[config.mk]
export PLATFORM = sky130hd
export DESIGN_NAME = mmio_interconnect
export DESIGN_NICKNAME = d
export VERILOG_FILES = /design/src/rtl/mmio_pkg.sv /design/src/rtl/mmio_addr_decode.sv /design/src/rtl/mmio_interconnect.sv
export SDC_FILE = /design/constraint.sdc
export NUM_CORES = 1
export LEC_CHECK = 0
export ABC_AREA = 0
export ABC_CLOCK_PERIOD_IN_PS = 3100
export BUFFER_PORTS_ARGS = -buffer_cell sky130_fd_sc_hd__buf_2
export CORE_MARGIN = 5
export CORE_UTILIZATION = 30
export DETAILED_ROUTE_END_ITERATION = 8
export PLACE_DENSITY = 0.59
export SLEW_MARGIN = 30
export SYNTH_ARGS = -nofsm -noshare
export SYNTH_HDL_FRONTEND = slang
export SYNTH_SLANG_ARGS = --single-unit
[constraint.sdc]
create_clock -name clk -period 3.1 [get_ports clk]
set_input_delay 0.31 -clock clk [delete_from_list [all_inputs] [get_ports clk]]
set_output_delay 0.31 -clock clk [all_outputs]
set_load 0.005 [all_outputs]
[src/rtl/mmio_pkg.sv]
// rtl/mmio_pkg.sv - shared types and constants for the MMIO interconnect
package mmio_pkg;

    typedef enum logic [1:0] {
        IDLE,
        ACCESS,
        RESP
    } state_t;

    localparam int MMIO_DW = 32;
    localparam logic [MMIO_DW-1:0] MMIO_ERR_RDATA = 32'hDEAD_BEEF;
    localparam int MAX_SLAVES = 16;

    // Keeps slave indices at least one bit wide so a single-slave build still elaborates.
    function automatic int idx_width(input int n);
        return (n > 1) ? $clog2(n) : 1;
    endfunction

endpackage

[src/rtl/mmio_addr_decode.sv]
// rtl/mmio_addr_decode.sv - table-driven address decoder, lowest matching index wins
module mmio_addr_decode
    import mmio_pkg::*;
#(
    parameter int N_SLAVES = 3,
    parameter logic [N_SLAVES*32-1:0] SLAVE_BASE = {32'hFFFF_FFF4, 32'hFFFF_FFF0, 32'h0000_0000},
    parameter logic [N_SLAVES*32-1:0] SLAVE_TOP  = {32'hFFFF_FFF7, 32'hFFFF_FFF3, 32'h0000_01FF},
    localparam int IW = idx_width(N_SLAVES)
) (
    input  logic [MMIO_DW-1:0] addr_i,
    output logic               hit_o,
    output logic [IW-1:0]      idx_o
);

    // Scanning from the top down lets the lowest matching index overwrite any higher one.
    always_comb begin
        hit_o = 1'b0;
        idx_o = '0;
        for (int i = N_SLAVES - 1; i >= 0; i--) begin
            if (addr_i >= SLAVE_BASE[i*32 +: 32] && addr_i <= SLAVE_TOP[i*32 +: 32]) begin
                hit_o = 1'b1;
                idx_o = IW'(i);
            end
        end
    end

endmodule

[src/rtl/mmio_interconnect.sv]
// rtl/mmio_interconnect.sv - CPU-to-N-slave MMIO interconnect with ready handshake and sticky errors
// Optional slave timeout compiled in with MMIO_TIMEOUT_EN.
module mmio_interconnect
    import mmio_pkg::*;
#(
    parameter int N_SLAVES = 3,
    parameter logic [N_SLAVES*32-1:0] SLAVE_BASE = {32'hFFFF_FFF4, 32'hFFFF_FFF0, 32'h0000_0000},
    parameter logic [N_SLAVES*32-1:0] SLAVE_TOP  = {32'hFFFF_FFF7, 32'hFFFF_FFF3, 32'h0000_01FF}
`ifdef MMIO_TIMEOUT_EN
    ,
    parameter int TIMEOUT_CYCLES = 16
`endif
) (
    input  logic                        clk,
    input  logic                        reset_n,
    input  logic                        m_req,
    input  logic [MMIO_DW-1:0]          m_addr,
    input  logic [MMIO_DW-1:0]          m_wdata,
    input  logic                        m_we,
    input  logic [3:0]                  m_byte_mask,
    output logic [MMIO_DW-1:0]          m_rdata,
    output logic                        m_ready,
    output logic                        m_err,
    output logic [N_SLAVES-1:0]         s_sel,
    output logic [MMIO_DW-1:0]          s_addr,
    output logic [MMIO_DW-1:0]          s_wdata,
    output logic                        s_we,
    output logic [3:0]                  s_byte_mask,
    input  logic [N_SLAVES*MMIO_DW-1:0] s_rdata,
    input  logic [N_SLAVES-1:0]         s_ready,
    output logic                        err_sticky,
    output logic [MMIO_DW-1:0]          err_addr,
    input  logic                        err_clear
);

    localparam int IW = idx_width(N_SLAVES);

    state_t               state_q;
    logic [IW-1:0]        idx_q;
    logic [N_SLAVES-1:0]  s_sel_q;
    logic [MMIO_DW-1:0]   s_addr_q, s_wdata_q, m_rdata_q;
    logic [3:0]           s_mask_q;
    logic                 s_we_q, m_ready_q, m_err_q;
    logic                 err_sticky_q, err_sticky_d;
    logic [MMIO_DW-1:0]   err_addr_q, err_addr_d;

    logic                 dec_hit;
    logic [IW-1:0]        dec_idx;
    logic                 sel_ready;
    logic [MMIO_DW-1:0]   sel_rdata;
    logic                 timeout_ev;
    logic                 err_ev;
    logic [MMIO_DW-1:0]   err_ev_addr;

    mmio_addr_decode #(
        .N_SLAVES   (N_SLAVES),
        .SLAVE_BASE (SLAVE_BASE),
        .SLAVE_TOP  (SLAVE_TOP)
    ) u_decode (
        .addr_i (m_addr),
        .hit_o  (dec_hit),
        .idx_o  (dec_idx)
    );

    // Only the slave captured at request time may complete the transaction.
    always_comb begin
        sel_ready = 1'b0;
        sel_rdata = '0;
        for (int i = 0; i < N_SLAVES; i++) begin
            if (idx_q == IW'(i)) begin
                sel_ready = s_ready[i];
                sel_rdata = s_rdata[i*MMIO_DW +: MMIO_DW];
            end
        end
    end

`ifdef MMIO_TIMEOUT_EN
    localparam int CW = $clog2(TIMEOUT_CYCLES + 1);
    logic [CW-1:0] wait_cnt_q;

    // ACCESS is only entered from IDLE, so clearing outside ACCESS restarts the count per transaction.
    always_ff @(posedge clk) begin
        if (!reset_n) begin
            wait_cnt_q <= '0;
        end else if (state_q == ACCESS) begin
            wait_cnt_q <= wait_cnt_q + 1'b1;
        end else begin
            wait_cnt_q <= '0;
        end
    end

    assign timeout_ev = (state_q == ACCESS) && !sel_ready && (wait_cnt_q == CW'(TIMEOUT_CYCLES - 1));
`else
    assign timeout_ev = 1'b0;
`endif

    assign err_ev      = ((state_q == IDLE) && m_req && !dec_hit) || timeout_ev;
    assign err_ev_addr = (state_q == IDLE) ? m_addr : s_addr_q;

    // A new error outranks a simultaneous clear and then becomes the recorded address.
    always_comb begin
        err_sticky_d = err_sticky_q;
        err_addr_d   = err_addr_q;
        if (err_ev) begin
            err_sticky_d = 1'b1;
            if (!err_sticky_q || err_clear) begin
                err_addr_d = err_ev_addr;
            end
        end else if (err_clear) begin
            err_sticky_d = 1'b0;
            err_addr_d   = '0;
        end
    end

    always_ff @(posedge clk) begin
        if (!reset_n) begin
            err_sticky_q <= 1'b0;
            err_addr_q   <= '0;
        end else begin
            err_sticky_q <= err_sticky_d;
            err_addr_q   <= err_addr_d;
        end
    end

    always_ff @(posedge clk) begin
        if (!reset_n) begin
            state_q   <= IDLE;
            idx_q     <= '0;
            s_sel_q   <= '0;
            s_addr_q  <= '0;
            s_wdata_q <= '0;
            s_we_q    <= 1'b0;
            s_mask_q  <= '0;
            m_rdata_q <= '0;
            m_ready_q <= 1'b0;
            m_err_q   <= 1'b0;
        end else begin
            case (state_q)
                IDLE: begin
                    if (m_req && dec_hit) begin
                        idx_q     <= dec_idx;
                        s_sel_q   <= N_SLAVES'(1) << dec_idx;
                        s_addr_q  <= m_addr;
                        s_wdata_q <= m_wdata;
                        s_we_q    <= m_we;
                        s_mask_q  <= m_byte_mask;
                        state_q   <= ACCESS;
                    end else if (m_req) begin
                        m_rdata_q <= '0;
                        m_ready_q <= 1'b1;
                        m_err_q   <= 1'b1;
                        state_q   <= RESP;
                    end
                end
                ACCESS: begin
                    if (sel_ready || timeout_ev) begin
                        m_rdata_q <= sel_ready ? sel_rdata : MMIO_ERR_RDATA;
                        m_ready_q <= 1'b1;
                        m_err_q   <= !sel_ready;
                        s_sel_q   <= '0;
                        s_we_q    <= 1'b0;
                        state_q   <= RESP;
                    end
                end
                RESP: begin
                    m_ready_q <= 1'b0;
                    m_err_q   <= 1'b0;
                    state_q   <= IDLE;
                end
                default: state_q <= IDLE;
            endcase
        end
    end

    assign m_rdata     = m_rdata_q;
    assign m_ready     = m_ready_q;
    assign m_err       = m_err_q;
    assign s_sel       = s_sel_q;
    assign s_addr      = s_addr_q;
    assign s_wdata     = s_wdata_q;
    assign s_we        = s_we_q;
    assign s_byte_mask = s_mask_q;
    assign err_sticky  = err_sticky_q;
    assign err_addr    = err_addr_q;

endmodule
Word level (Yosys, flattened, before mapping)
Index checks and enable logic that the tools add are counted.

Bits of input ports: 172. Register bits: 143. Output and inout bits: 139.

Mux-type cells: 38. Equality and inequality tests: 10. Shift operators: 1. Reductions and logical operators: 21. Order comparisons: 6.

Operator list (number): 32-bit two-way mux (10); 32-bit greater-or-equal comparator, second input constant (2); 32-bit less-or-equal comparator, second input constant (2); 32-bit one-hot mux with 2 select lines (1); 32-bit by 1-bit greater-or-equal comparator with 1-bit output, second input constant (1); 32-bit by 9-bit less-or-equal comparator with 1-bit output, second input constant (1); 1-bit two-way mux (14); 2-bit two-way mux (6); 4-bit AND reduction (2); 1-bit logical AND (6); 3-bit two-way mux (2); 2-bit != test, second input constant (3); 1-bit one-hot mux with 3 select lines (2); 3-bit one-hot mux with 2 select lines (1); 2-bit AND reduction (3); 2-bit by 1-bit equality test with 1-bit output, second input constant (2); 2-bit equality test, second input constant (2); 2-bit logical NOT (2); 2-bit by 1-bit != test with 1-bit output, second input constant (2); 2-bit one-hot mux with 2 select lines (1); 2-bit nonzero test (2); 1-bit logical NOT (3); 3-bit by 2-bit != test with 1-bit output, second input constant (1); 3-bit AND reduction (1); 4 further kinds (4).

Longest topological paths before layout
Depth after elaboration: 9. Depth in mapped cells: 9. Depth with buffers taken out: 5.

By module
A second synthesis with hierarchy kept.

Cell total of the unflattened synthesis: 808. Area total of the unflattened synthesis: 6890.4 µm².

By module, submodules not included: mmio_interconnect (area an instance 6736.5 µm², times used 1, cells each 786); mmio_addr_decode (area an instance 153.9 µm², times used 1, cells each 22).

Worst setup path before layout
No wires, ideal clock.

Path kind: input to register. From: in m_addr[25]. To: reg s_mask_q[3], in the netlist s_byte_mask[3]. Required time: 3028 ps. Cell stages on the path: 7. Setup slack: 1415 ps. Buffers on the path: 2. Data arrival time: 1614 ps. Cell sequence: nor4_1 > nand4_1 > or2_4 > a21oi_2 > buf_6 > buf_12 > mux2i_1.

Cells in the longest elaborated chain, start to end: 7. Elaborated cells on any way between the ends: 14. Those cells by class: order compare: 6; mux: 3; reduce/logical: 5.

Ends and longest elaborated chain: from (decl) (line mmio_interconnect.sv:17) `input logic [MMIO_DW-1:0] m_addr,`; 32-bit greater-or-equal comparator / 32-bit less-or-equal comparator (equally long branches) (line mmio_addr_decode.sv:20) `if (addr_i >= SLAVE_BASE[i*32 +: 32] && addr_i <= SLAVE_TOP[i*32 +: 32]) begin`; 1-bit logical AND (line mmio_addr_decode.sv:20); 1-bit two-way mux (2 in series) (line mmio_addr_decode.sv:20); 1-bit two-way mux (*) (line mmio_addr_decode.sv:20); 1-bit logical AND (*) (line mmio_interconnect.sv:140) `if (m_req && dec_hit) begin`; 2-bit AND reduction (no source line) (*); to (signal assigned) (line mmio_interconnect.sv:146) `s_mask_q <= m_byte_mask;`; to (decl) (line mmio_interconnect.sv:42) `logic [3:0] s_mask_q;`.

Mark *: on every way between the ends. The rest lies on a longest branch, timed or not. A chain may end at the register's enable or synchronous reset.

Worst setup path in the final report
From: in m_addr[31]. To: reg m_err_q, in the netlist m_err.

Cells in the longest elaborated chain, start to end: 8. Elaborated cells on any way between the ends: 15. Those cells by class: order compare: 6; eq/ne: 1; mux: 3; reduce/logical: 5.

Ends and longest elaborated chain: 32-bit greater-or-equal comparator / 32-bit less-or-equal comparator (equally long branches) (line mmio_addr_decode.sv:20); 1-bit logical AND (line mmio_addr_decode.sv:20); 1-bit two-way mux (2 in series) (line mmio_addr_decode.sv:20); 1-bit two-way mux (*) (line mmio_addr_decode.sv:20); 1-bit logical AND (*) (line mmio_interconnect.sv:140); 2-bit != test (no source line) (*); 4-bit AND reduction (no source line) (*); to (signal assigned) (line mmio_interconnect.sv:159) `m_err_q <= !sel_ready;`; to (decl) (line mmio_interconnect.sv:43) `logic s_we_q, m_ready_q, m_err_q;`.

Marked as above.

==> impl_results.rst <==
.. list-table::
   :header-rows: 1

   * - Metric
     - Value
   * - Number of buffers on the longest clock path
     - 2
   * - Count of nets after finishing
     - 1200
   * - Port buffer count
     - 310
   * - Final HPWL DP
     - 16540 µm
   * - Hold slack
     - 0.1268 ns
   * - Final Total Pwr
     - 4.481 mW
   * - Crit start category
     - primary input
   * - Antenna diode instance count
     - 0
   * - Proportion of register bits with asynchronous set or reset after synthesis
     - 0
   * - Fin Clk Skew
     - 0.01768 ns
   * - Count of pins on the block boundary
     - 311
   * - Root Buffer Master
     - sky130_fd_sc_hd__clkbuf_16
   * - Endpoint, Worst Hold
     - s_wdata[15]$_SDFFE_PN0P_
   * - Utilization of the core after routing
     - 0.4039
   * - Post-synth cell types
     - 46
   * - Final hold viol count
     - 0
   * - Clock tree from TritonCTS
     - done
   * - Final worst-path setup slack
     - 1.041 ns
   * - Hold Path Class
     - primary input to flop
   * - Worst Path Arrival
     - 2.36 ns
   * - Number of enable-type register cells in the synthesized netlist
     - 0
   * - Commonest cells in the netlist
     - 179 x sky130_fd_sc_hd__nand2_1, 143 x sky130_fd_sc_hd__dfxtp_1, 110 x sky130_fd_sc_hd__mux2i_1
   * - Worst skew pair latency
     - 0.42 ns
   * - Routability congestion estimate from global placement
     - 0.8469
   * - Finished Cell Area
     - 9145 µm²
   * - Share of post-route cells with drive strength above 1
     - 0.3602
   * - Cells resized by post-CTS repair
     - 0
   * - Top cells by area in the synthesized netlist
     - sky130_fd_sc_hd__dfxtp_1 42%, sky130_fd_sc_hd__mux2i_1 16%, sky130_fd_sc_hd__nand2_1 9.7%
   * - Tightest Pin Transition
     - 0.7423 ns
   * - Netlist area before placement
     - 6895 µm²
   * - Final slew viol count
     - 0
   * - Fraction of the yosys area taken by sequential cells
     - 0.4152
   * - Flop2flop setup slack
     - 1.12 ns
   * - Post-CTS clock slew at the launch and capture registers of the worst setup and hold paths
     - 0.07 ns
   * - Via count
     - 6621
   * - Starting DRT DRC Count
     - 323
   * - Number of synthesized register bits
     - 143
   * - Vias per Instance
     - 4.993
   * - Critical Path Fanout Max
     - 25
   * - Cells after Synth
     - 761
   * - Drt pass-1 iters
     - 5
   * - Leakage power summed over all cells
     - 4.202 nW
   * - Yosys top cell area share
     - 0.4152
   * - Remaining DRCs
     - 0
   * - Unrepaired setup endpoints after global routing
     - no
   * - Die boundary height
     - 161.6 µm
   * - Met3 demand-to-capacity share in global routing
     - 0.05665
   * - Initial cell density of the core
     - 0.3046
   * - Pin count of the biggest net entering global routing
     - 82
   * - Placed Instances
     - 1294
   * - Critical hold path startpoint
     - m_wdata[15]
   * - Maximum frequency from static timing analysis
     - 0.4857 GHz
   * - Post-Syn Nets
     - 933
   * - Final setup TNS
     - 0 ns
   * - Most repeated cell in the gate-level netlist after synthesis
     - sky130_fd_sc_hd__nand2_1
   * - Maxcap violations
     - 0
   * - Largest vdd supply drop
     - 0.3015 mV
   * - H-Tree Level Count
     - 4
   * - Outcome
     - finished clean
   * - Synthesis-to-layout area growth
     - 32.63%
   * - Yosys warns
     - 0
   * - Full die area
     - 26120 µm²
   * - Total CTS buffers
     - 17
   * - WS Path Type
     - primary input to flop
   * - Number of global-route vias before repair
     - 6435
   * - Worst reg2reg path endpoint
     - s_we$_SDFFE_PN0P_
   * - Core box area
     - 22640 µm²
   * - Critical register-to-register path startpoint
     - idx_q[1]$_SDFFE_PN0P_
   * - Worst Reg-to-Reg Cells
     - 7
   * - Number of hold buffers added after cts
     - 0
   * - Wire length of the first global-routing pass
     - 35280 µm
   * - Total placed instance area
     - 8502 µm²
   * - M2 GR Usage
     - 0.2721
   * - Portion of the clock cycle consumed by the worst path in the final layout
     - 0.6642
   * - Cell Rows
     - 55
   * - Global Route met1 Usage
     - 0.2117
   * - Most used flip-flop cell after synthesis
     - sky130_fd_sc_hd__dfxtp_1
   * - Cell taking the most area after synthesis
     - sky130_fd_sc_hd__dfxtp_1
   * - Final setup vio count
     - 0
   * - Number of antenna violations at the first check in global routing
     - 0
   * - Post-placement worst setup slack
     - 0.6204 ns
   * - Number of cells on the worst hold path
     - 3
   * - Number of buffers added for setup after CTS
     - 0
   * - Chip width
     - 161.6 µm
   * - Post-layout min period
     - 2.059 ns
   * - Wirelength, routed
     - 22680 µm
   * - Total overflow reported by the global router
     - 0
   * - Most used routing layer in global routing
     - met2
   * - Total Routing Usage GR
     - 0.1669
   * - Detail-routed net length per standard cell
     - 17.10 µm
   * - Crit. End Element
     - flop
   * - Slew HR
     - 0.5051
   * - Clock sink count
     - 143
   * - ANT nets after route
     - 0
   * - Post-route insts no fill
     - 1326
   * - Post-synthesis area per instance
     - 9.061 µm²
   * - Data required time of the worst path
     - 3.41 ns
   * - Power density over cell area
     - 490.0 nW/µm²
layout by cell type, fill, tap and decap left out, drive strengths merged, types with 2 or more instances in the layout:
master,netlist,final
a31o,2,2
o21ai,26,26
or3,2,2
nor2,4,4
nor4,8,8
clkbuf,50,17
a21oi,2,2
buf,31,329
nor3,35,35
dfxtp,143,143
nand4,9,9
o21a,2,2
nand3b,32,32
clkinv,0,3
nand3,5,5
nand4b,2,2
nor2b,7,7
a2bb2oi,33,33
o2111ai,33,33
and2,2,2
inv,1,8
a31oi,32,32
nand2,179,179
o311ai,2,2
mux2i,110,110
bufinv,0,3
clkinvlp,0,2
where the power goes:
part	internal [mW]	switching, mW
clock network	1.31	0.912
logic	0.174	0.207
registers	1.86	0.0141
total	3.35	1.13
critical path, stage by stage:
cell and delay [ns]:
sky130_fd_sc_hd__buf_2 0.13, sky130_fd_sc_hd__nor4_1 0.33, sky130_fd_sc_hd__nand4_1 0.35, sky130_fd_sc_hd__nor2_4 0.53, sky130_fd_sc_hd__buf_4 0.38, sky130_fd_sc_hd__nor3_1 0.12
sky130_fd_sc_hd__o21a_1 0.20
kinds of logic after synthesis:
kind of cell / count (synthesis) / synth area share
AO/OA/AOI/OAI: 139 / 0.1550
buffers and inverters: 82 / 0.07240
flip-flops: 143 / 0.4152
multiplexers: 110 / 0.1597
AND/OR/NAND/NOR: 287 / 0.1978
cell type report:
| class | count | area (µm²) |
|---|---|---|
| clock buffer | 17 | 425.4 |
| clock inverter | 15 | 217.7 |
| fill | 2322 | 13500 |
| inverter | 1 | 3.754 |
| multi-input combinational | 536 | 3552 |
| sequential | 143 | 2864 |
| tap | 285 | 356.6 |
| timing repair buffer | 329 | 1725 |
worst max path at each step:
stage / from / endpoint / slack [ns] / cells after the start
after floorplan: m_addr[25] / s_byte_mask[3]$_SDFFE_PN0P_ / 1.41 / 7
after global placement: m_addr[31] / m_err$_SDFFE_PN0P_ / 0.68 / 7
after detailed placement: m_addr[31] / m_err$_SDFFE_PN0P_ / 0.62 / 7
after CTS: m_addr[31] / m_err$_SDFFE_PN0P_ / 1.04 / 7
after global routing: m_addr[31] / m_err$_SDFFE_PN0P_ / 0.87 / 7
final: m_addr[31] / m_err$_SDFFE_PN0P_ / 1.04 / 7
layer usage:
layer	wire (µm)	up-vias
li1	-	3290
met1	9703	3050
met5	0	-
met4	337	0
met3	1917	20
met2	10720	261
registers in the layout, indices dropped and copies added, names as in the netlist, 2 cells and up:
register,flops
err_addr,32
m_rdata,32
s_addr,32
s_wdata,32
s_byte_mask,4
s_sel,3
idx_q,2
state_q,2
(Power assumes the default switching activity.)
